==> src/rtl/int_injector.sv <==
// int_injector: multi-channel interrupt stimulus generator.
// Each channel watches the CPU macroscopic PC and raises its interrupt
// line when the PC reaches the programmed target. The line is lowered
// when the CPU stores to the acknowledge word, or when the channel's
// hold window runs out. Fire limits and re-arming keep one PC visit
// from producing a burst of interrupts.
// Optional feature macro: INT_INJ_TRACE_EN (prints channel enter/exit
// events during simulation; with it undefined the logic is identical).
//
// Config handshake: cfg_we is a single-cycle strobe with no back-pressure.
// The write is taken on the posedge where cfg_we is high, provided
// cfg_ch < NUM_CH, and it overrides every other event on that channel
// in the same cycle.
module int_injector #(
  parameter int          NUM_CH   = 3,
  parameter int          CH_W     = 2,
  parameter logic [31:0] ACK_ADDR = 32'h0000_7f20,
  parameter logic [7:0]  DEF_HOLD = 8'd5,
  parameter logic [7:0]  DEF_MAX  = 8'd1
) (
  input  logic                clk,
  input  logic                reset,
  input  logic [31:0]         macroscopic_pc,
  input  logic [31:0]         m_int_addr,
  input  logic [3:0]          m_int_byteen,
  input  logic                cfg_we,
  input  logic [CH_W-1:0]     cfg_ch,
  input  logic                cfg_en,
  input  logic [31:0]         cfg_target,
  input  logic [7:0]          cfg_hold,
  input  logic [7:0]          cfg_max,
  output logic [NUM_CH-1:0]   irq_vec,
  output logic                interrupt,
  output logic [NUM_CH-1:0]   done_vec,
  output logic [2*NUM_CH-1:0] state_dbg
);

  // Channel state encoding, exposed on state_dbg two bits per channel.
  localparam logic [1:0] ST_IDLE   = 2'd0;
  localparam logic [1:0] ST_ASSERT = 2'd1;
  localparam logic [1:0] ST_DONE   = 2'd2;

  // Per-channel configuration registers
  logic              en_q     [NUM_CH];
  logic              en_d     [NUM_CH];
  logic [31:0]       target_q [NUM_CH];
  logic [31:0]       target_d [NUM_CH];
  logic [7:0]        hold_q   [NUM_CH];
  logic [7:0]        hold_d   [NUM_CH];
  logic [7:0]        max_q    [NUM_CH];
  logic [7:0]        max_d    [NUM_CH];

  // Per-channel run-time state
  logic [1:0]        state_q  [NUM_CH];
  logic [1:0]        state_d  [NUM_CH];
  logic [7:0]        cnt_q    [NUM_CH];
  logic [7:0]        cnt_d    [NUM_CH];
  logic [7:0]        fires_q  [NUM_CH];
  logic [7:0]        fires_d  [NUM_CH];
  logic              armed_q  [NUM_CH];
  logic              armed_d  [NUM_CH];

  logic [31:0]       pc_masked;
  logic [31:0]       cfg_target_masked;
  logic              ack;
  logic [NUM_CH-1:0] match;

  // Word-aligned views of the PC and target, the ack decode and per-channel matches
  always_comb begin
    pc_masked         = macroscopic_pc & ~32'd3;
    cfg_target_masked = cfg_target & ~32'd3;
    ack               = (|m_int_byteen) && ((m_int_addr & ~32'd3) == ACK_ADDR);
    match             = '0;
    for (int c = 0; c < NUM_CH; c++) begin
      match[c] = en_q[c] && (pc_masked == target_q[c]);
    end
  end

  // Next-state logic: channel FSM, hold countdown, fire count, re-arm, config load
  always_comb begin
    for (int c = 0; c < NUM_CH; c++) begin
      en_d[c]     = en_q[c];
      target_d[c] = target_q[c];
      hold_d[c]   = hold_q[c];
      max_d[c]    = max_q[c];
      state_d[c]  = state_q[c];
      cnt_d[c]    = cnt_q[c];
      fires_d[c]  = fires_q[c];
      armed_d[c]  = armed_q[c];

      case (state_q[c])
        ST_IDLE: begin
          if (match[c] && armed_q[c]) begin
            state_d[c] = ST_ASSERT;
            cnt_d[c]   = hold_q[c];
            fires_d[c] = (fires_q[c] == 8'hFF) ? fires_q[c] : fires_q[c] + 8'd1;
            armed_d[c] = 1'b0;
          end
        end
        ST_ASSERT: begin
          // Ack and timeout on the same edge collapse into one exit; the
          // fire was already counted on entry so nothing is double-counted.
          if (ack || (cnt_q[c] == 8'd0)) begin
            if ((max_q[c] != 8'd0) && (fires_q[c] == max_q[c])) begin
              state_d[c] = ST_DONE;
            end else begin
              state_d[c] = ST_IDLE;
            end
          end else begin
            cnt_d[c] = cnt_q[c] - 8'd1;
          end
        end
        ST_DONE: begin
          state_d[c] = ST_DONE;
        end
        default: begin
          state_d[c] = ST_IDLE;
        end
      endcase

      // Leaving the target re-arms the channel, so a PC parked on the
      // target fires once rather than on every cycle.
      if ((state_q[c] != ST_ASSERT) && !match[c]) begin
        armed_d[c] = 1'b1;
      end

      // A config write restarts the channel from scratch and beats any
      // trigger, ack or timeout happening on the same edge.
      if (cfg_we && (cfg_ch == CH_W'(c))) begin
        en_d[c]     = cfg_en;
        target_d[c] = cfg_target_masked;
        hold_d[c]   = cfg_hold;
        max_d[c]    = cfg_max;
        state_d[c]  = ST_IDLE;
        cnt_d[c]    = 8'd0;
        fires_d[c]  = 8'd0;
        armed_d[c]  = 1'b1;
      end
    end
  end

  // State registers with asynchronous active-low reset
  always_ff @(posedge clk or negedge reset) begin
    if (!reset) begin
      for (int c = 0; c < NUM_CH; c++) begin
        en_q[c]     <= 1'b0;
        target_q[c] <= 32'd0;
        hold_q[c]   <= DEF_HOLD;
        max_q[c]    <= DEF_MAX;
        state_q[c]  <= ST_IDLE;
        cnt_q[c]    <= 8'd0;
        fires_q[c]  <= 8'd0;
        armed_q[c]  <= 1'b1;
      end
    end else begin
      for (int c = 0; c < NUM_CH; c++) begin
        en_q[c]     <= en_d[c];
        target_q[c] <= target_d[c];
        hold_q[c]   <= hold_d[c];
        max_q[c]    <= max_d[c];
        state_q[c]  <= state_d[c];
        cnt_q[c]    <= cnt_d[c];
        fires_q[c]  <= fires_d[c];
        armed_q[c]  <= armed_d[c];
      end
    end
  end

  // Outputs are decoded from registered state only
  always_comb begin
    irq_vec   = '0;
    done_vec  = '0;
    state_dbg = '0;
    for (int c = 0; c < NUM_CH; c++) begin
      irq_vec[c]          = (state_q[c] == ST_ASSERT);
      done_vec[c]         = (state_q[c] == ST_DONE);
      state_dbg[2*c +: 2] = state_q[c];
    end
    interrupt = |irq_vec;
  end

`ifdef INT_INJ_TRACE_EN
  // Simulation trace of channel entry into and exit from the asserted state
  always_ff @(posedge clk) begin
    if (reset) begin
      for (int c = 0; c < NUM_CH; c++) begin
        if ((state_q[c] != ST_ASSERT) && (state_d[c] == ST_ASSERT)) begin
          $display("%d@%h: int[%0d] <= 1", $time, pc_masked, c);
        end
        if ((state_q[c] == ST_ASSERT) && (state_d[c] != ST_ASSERT)) begin
          $display("%d@%h: int[%0d] <= 0 %s", $time, pc_masked, c,
                   ack ? "ack" : "timeout");
        end
      end
    end
  end
`endif

endmodule

==> config.mk <==
export PLATFORM = sky130hd
export DESIGN_NAME = int_injector
export DESIGN_NICKNAME = d
export VERILOG_FILES = /design/src/rtl/int_injector.sv
export SDC_FILE = /design/constraint.sdc
export NUM_CORES = 1
export LEC_CHECK = 0
export ABC_CLOCK_PERIOD_IN_PS = 2500
export BUFFER_PORTS_ARGS = -buffer_cell sky130_fd_sc_hd__buf_2
export CORE_MARGIN = 5
export CORE_UTILIZATION = 58
export DETAILED_ROUTE_END_ITERATION = 8
export HOLD_SLACK_MARGIN = 0.03
export PLACE_DENSITY_LB_ADDON = 0.08
export SYNTH_ARGS = -nofsm -noshare
export SYNTH_HDL_FRONTEND = slang
export SYNTH_SLANG_ARGS = --single-unit
==> constraint.sdc <==
create_clock -name clk -period 2.5 [get_ports clk]
set_input_delay 0.125 -clock clk [delete_from_list [all_inputs] [get_ports clk]]
set_output_delay 0.125 -clock clk [all_outputs]
set_load 0.05 [all_outputs]
==> Word-level counts from Yosys, hierarchy flattened <==
Cells that the tools add are included.
Widths: inputs -> output; s select.
{ "classes": {"multipliers": 0, "n_reduce_logical": 61, "n_eq_ne": 33, "div_mod_pow": 0, "add_sub_neg": 6, "n_shift": 0, "n_mux": 51, "n_lt_le_gt_ge": 0, "bitwise": 0} }
{ "ops": {"columns": ["operator", "n"], "rows": [
  ["$mux 8", 21],
  ["$eq 30x30->1", 3],
  ["$pmux 8 s2", 3],
  ["$eq 30x13->1 const B", 1],
  ["$reduce_bool 3->1", 9],
  ["$add 8x1->8 const B", 3],
  ["$eq 8x8->1", 3],
  ["$eq 8x8->1 const B", 3],
  ["$logic_not 8->1", 3],
  ["$mux 2", 12],
  ["$reduce_bool 8->1", 3],
  ["$sub 8x1->8 const B", 3],
  ["$pmux 2 s3", 3],
  ["$reduce_and 3->1", 6],
  ["$logic_and 1x1->1", 16],
  ["$mux 1", 12],
  ["$ne 2x1->1 const B", 6],
  ["$reduce_and 2->1", 6],
  ["$reduce_bool 2->1", 6],
  ["$ne 3x1->1 const B", 3],
  ["$ne 3x2->1 const B", 3],
  ["$ne 3x3->1 const B", 3],
  ["$eq 2x1->1 const B", 4],
  ["$eq 2x2->1 const B", 4],
  ["other kinds (5)", 12]
]} }
{ "word_totals": {"romBits": 0, "inputBits": 122, "word_cells": 175, "n_memories": 0, "reg_bits": 198, "latch_bits": 0, "ram_bits": 0} }

==> Longest topological paths before layout <==
{ "depth": {"ltp_word": 7, "mapped_depth": 8, "ltp_nobuf": 8} }

==> Worst setup path before layout <==
No wires, ideal clock.
{ "synth_path": {"kind": "register to register", "from": "reg state_q, in the netlist state_dbg[1]", "to": "reg cnt_q[17] (netlist name)", "slack_ns": 0.416, "stages_incl_launch_ff": 6, "path_buffers": 0, "arrival_ns": 1.943, "cell_sequence": "dfrtp_1 -> nand2b_1 -> inv_1 -> nand3_1 -> a221oi_1 -> a311oi_1"} }
{ "synth_between": {"elab_chain_len": 3} }
{ "synth_lines": {"columns": ["element", "line_no", "source"], "rows": [
  ["start: declaration", "54", "logic [1:0] state_q [NUM_CH];"],
  ["start signal: indexed assignment", "161", "state_q[c] <= state_d[c];"],
  ["$eq 2x1->1 (*)", null, null],
  ["via irq_vec[0]", "32", "output logic [NUM_CH-1:0] irq_vec,"],
  ["$ne 3x2->1 (no source line), or another cell as far along", null, null],
  ["$reduce_and 3->1 (no source line) or $mux 8 (tied branches)", null, null],
  ["end signal: indexed assignment", "162", "cnt_q[c] <= cnt_d[c];"],
  ["end: declaration", "56", "logic [7:0] cnt_q [NUM_CH];"]
]} }
The timed path passes the listed nets; every way through them passes the cells marked *.
A chain may end at the register's enable or synchronous reset.

==> Final worst setup path <==
{ "layout_path": {"from": "reg target_q[41] (netlist name)", "to": "reg cnt_q[8] (netlist name)"} }
{ "layout_between": {"elab_chain_len": 5} }
{ "layout_lines": {"columns": ["element", "line_no", "source"], "rows": [
  ["start: declaration", "46", "logic [31:0] target_q [NUM_CH];"],
  ["start signal: indexed assignment", "158", "target_q[c] <= target_d[c];"],
  ["$eq 30x30->1", "75", "match[c] = en_q[c] && (pc_masked == target_q[c]);"],
  ["$logic_and 1x1->1", "75", null],
  ["$logic_and 1x1->1", "93", "if (match[c] && armed_q[c]) begin"],
  ["$ne 3x3->1 (no source line)", null, null],
  ["$reduce_and 3->1 (no source line)", null, null]
]} }
Every way passes these cells.

==> summary.md <==
| Metric | Value |
|---|---|
| Synth top area share | between 40% and 50% |
| WP buf/inv | 1 |
| Gate Count Post-Synth | 1227 |
| Starting Density | between 50% and 60% |
| Final net count | around 1500 |
| CP Class | reg -> reg |
| Port bufs | 128 |
| Synthesized area per cell | 8.48 sq um |
| Via count | between 9000 and 10000 |
| Vias in the first global route | just over 9000 |
| Max Buffers Root-to-Sink | 2 |
| Cell taking the most area after synthesis | dfrtp_1 |
| Critical path's slowest cell | nor4_1 |
| Period utilisation layout | between 90% and 100% |
| Placed Cells | 1569 |
| Final Wtd Congestion | 0.975 |
| Post-place instance area | 0.0115 sq mm |
| DIE WIDTH | 144 microns |
| Flops & latches, synth | approximately 200 |
| Nature of the critical path endpoint | flip-flop |
| Pleak | a little over 6 nW |
| Synth Cell Area | approximately 0.010 sq mm |
| Req. time, crit path | roughly 2.8 ns |
| Tmin final | 2.45 ns |
| Final design area excluding fillers | 0.0127 sq mm |
| Area grow syn2layout | 21.5% |
| Worst skew pair latency | about 0.44 ns |
| Synth warn | 0 |
| CP peak stage delay | between 0.4 and 0.5 ns |
| Post-synthesis sequential area ratio | between 40% and 50% |
| Number of flops mapped to enable cells by yosys | 0 |
| Worst hold-check path type | in -> reg |
| Ys async rst share | 100% |
| MaxCap Viol Count | 0 |
| Top FF cell, synth | dfrtp_1 |
| Fin. Hold Viols | 0 |
| Mapped Nets | approximately 1400 |
| Fmax | 409 MHz |
| Worst-margin pin slew | 0.790 ns |
| Clk_skew | about 0.013 ns |
| Remaining Overflow, GRT | 0 |
| Startpoint type of the worst setup path | flip-flop |
| Final setup viols | 0 |
| Final wirelength | 30700 microns |
| Dpl hpwl | approximately 22000 microns |
| Hold WS | about 0.11 ns |
| Crit path arrival time | about 2.8 ns |
| Vias per Instance | ~5.8 |
| Rel. slew slack | about 47% |
| Core region area | 0.0178 sq mm |
| Routed length per instance | about 19 microns |
| Final ANT Viol Nets | 0 |
| Largest net degree at the start of global routing | 63 |
| Reg clk slew, reported paths | 0.08 ns |
| Setup TNS | 0 ns |
| Unrepaired setup endpoints after global routing | false |
| CP max FO | 5 |
| CTS buffer count | 17 |
| Final Power | just over 0.008 W |
| Core Rows | just under 50 |
| Top delay family on crit path | simple AND/OR/NAND/NOR gates |
| Critical Path, Cell by Cell | xnor2_1, nand4_1, nor4_1, buf_4, nand3_1, a2111o_1, o32ai_1 |
| Layout cells sized above 1 | between 10% and 20% |
| Starting DRT DRC Count | just over 900 |
| Status | complete, no violations |
| Final std cells w/o fill | between 1500 and 2000 |
| I/O Pins | 135 |
| Total GRT Usage | 30.1% |
| Max-slew violations | 0 |
| Top area cells in the synthesized netlist | dfrtp_1 45%, nand2_1 16%, xnor2_1 9.3% |
| CTS tree | built |
| Initial antenna violation count | 1 |
| Unique cell type count in the Yosys netlist | 67 |
| H-tree depth | 4 |
| Die height | approximately 140 microns |
| Most common cell in the netlist | nand2_1 |
| FILL cells | 1438 |
| DRC Markers | 0 |
| First-pass GRT wire length | ~49000 microns |
| P per Cell Area | about 650 mW/mm^2 |
| Clock Tree Root | clkbuf_16 |
| Die ar. | 0.0207 sq mm |
| Clock sinks | between 150 and 200 |
| First-pass DRT Iterations | 7 |
| Max VDD drop | roughly 0.65 mV |
| Most instantiated cells after synthesis | 453 x nand2_1, 186 x dfrtp_1, 111 x xnor2_1 |
[placed cells by master (no fill, tap or decap), types with 4 or more instances in the layout]
cell           instances
a21oi_1               54
a22oi_1                5
a31oi_1                8
a41oi_1                4
and3_1                13
buf_2                127
buf_4                 33
clkbuf_16             17
dfrtp_1              186
dfstp_2               12
dlygate4sd3_1         48
ha_1                   9
inv_1                 23
inv_6                  4
nand2_1              453
nand3_1               33
nand4_1               56
nor2_1                38
nor2b_1                4
nor3_1                15
nor4_1                16
nor4_2                 4
o211ai_1               5
o21ai_0                4
o21ai_1               17
o22ai_1               12
o32ai_1                4
or2_2                  5
or3_1                 17
or4_1                  5
xnor2_1              103
xnor2_2                8
[worst register-to-register path: stages (launching register included)]
cell      delay (ns)
dfrtp_1         0.39
xnor2_1         0.38
nand4_1         0.18
nor4_1          0.43
buf_4           0.21
nand3_1         0.20
a2111o_1        0.43
o32ai_1         0.12
[cell families after synthesis]
kind of cell,synth area share [%]
DFF,47.7
xor gates and xnor gates,9.51
buffers and inverters,2.73
AOI/OAI and AO/OA,8.73
and+or+nand+nor,29.9
muxes,0.288
adders and majority gates,1.08
[per-stage QoR]
step | utilization, % | worst slack (ns)
floorplan | - | 0.416
global placement | 64.3 | -0.0450
detailed placement | 64.3 | 0.00634
CTS | 70.4 | 0.0567
global route | 70.9 | 0.00543
finish | 70.9 | 0.0538
[metal layers]
metal  track usage, %  wire (microns)  up-vias
met5                0               0        -
met4             12.2            1090        0
met3             5.95            2280       76
met2             47.5           14600      405
met1             41.2           12700     4550
li1                 -               -     4535
[registers in the layout (all words and copies together), names as in the netlist]
register and flops:
state_dbg 6, cnt_q 24, hold_q 24, en_q 3
max_q 24, armed_q 3, fires_q 24, target_q 90
[area by class of cell]
type / instances / area, sq um / area share [%]
clock inverters: 14 / 164 / 1.30
diodes: 1 / 2.50 / 0.0198
multi-input cells: 954 / 5260 / 41.6
inverters: 25 / 93.8 / 0.742
repair buffers: 212 / 1440 / 11.4
clock buffers: 18 / 439 / 3.47
flip-flops and latches: 198 / 4970 / 39.3
well taps: 229 / 287 / 2.26
[worst paths after layout]
path / depth (start not counted) / from / end / slack (ns)
worst max-delay path: 7 / target_q[41]$_DFFE_PN0P_ / cnt_q[8]$_DFFE_PN0P_ / 0.05
worst min-delay path: 4 / cfg_ch[1] / hold_q[8]$_DFFE_PN1P_ / 0.11
worst min register to register: 2 / hold_q[2]$_DFFE_PN1P_ / hold_q[2]$_DFFE_PN1P_ / 0.48
worst max register to register: 7 / target_q[41]$_DFFE_PN0P_ / cnt_q[8]$_DFFE_PN0P_ / 0.05
min in group asynchronous: 2 / reset / fires_q[5]$_DFFE_PN0P_ / 0.23
max in group asynchronous: 3 / reset / armed_q[1]$_DFFE_PN1P_ / 1.46
[timing repair]
action	in CTS	in global routing
endpoints found under the hold margin	195	0
setup endpoints to repair	3	6
setup buffers	0	1
resized for setup	1	11
hold buffers	48	0
[where the power goes]
group	switching [W]	internal, W	total (W)
clock network	0.00132	0.00153	0.00285
logic	0.000820	0.000602	0.00142
registers	0.000304	0.00359	0.00389
Note: power is estimated with default switching activity, not from simulation.
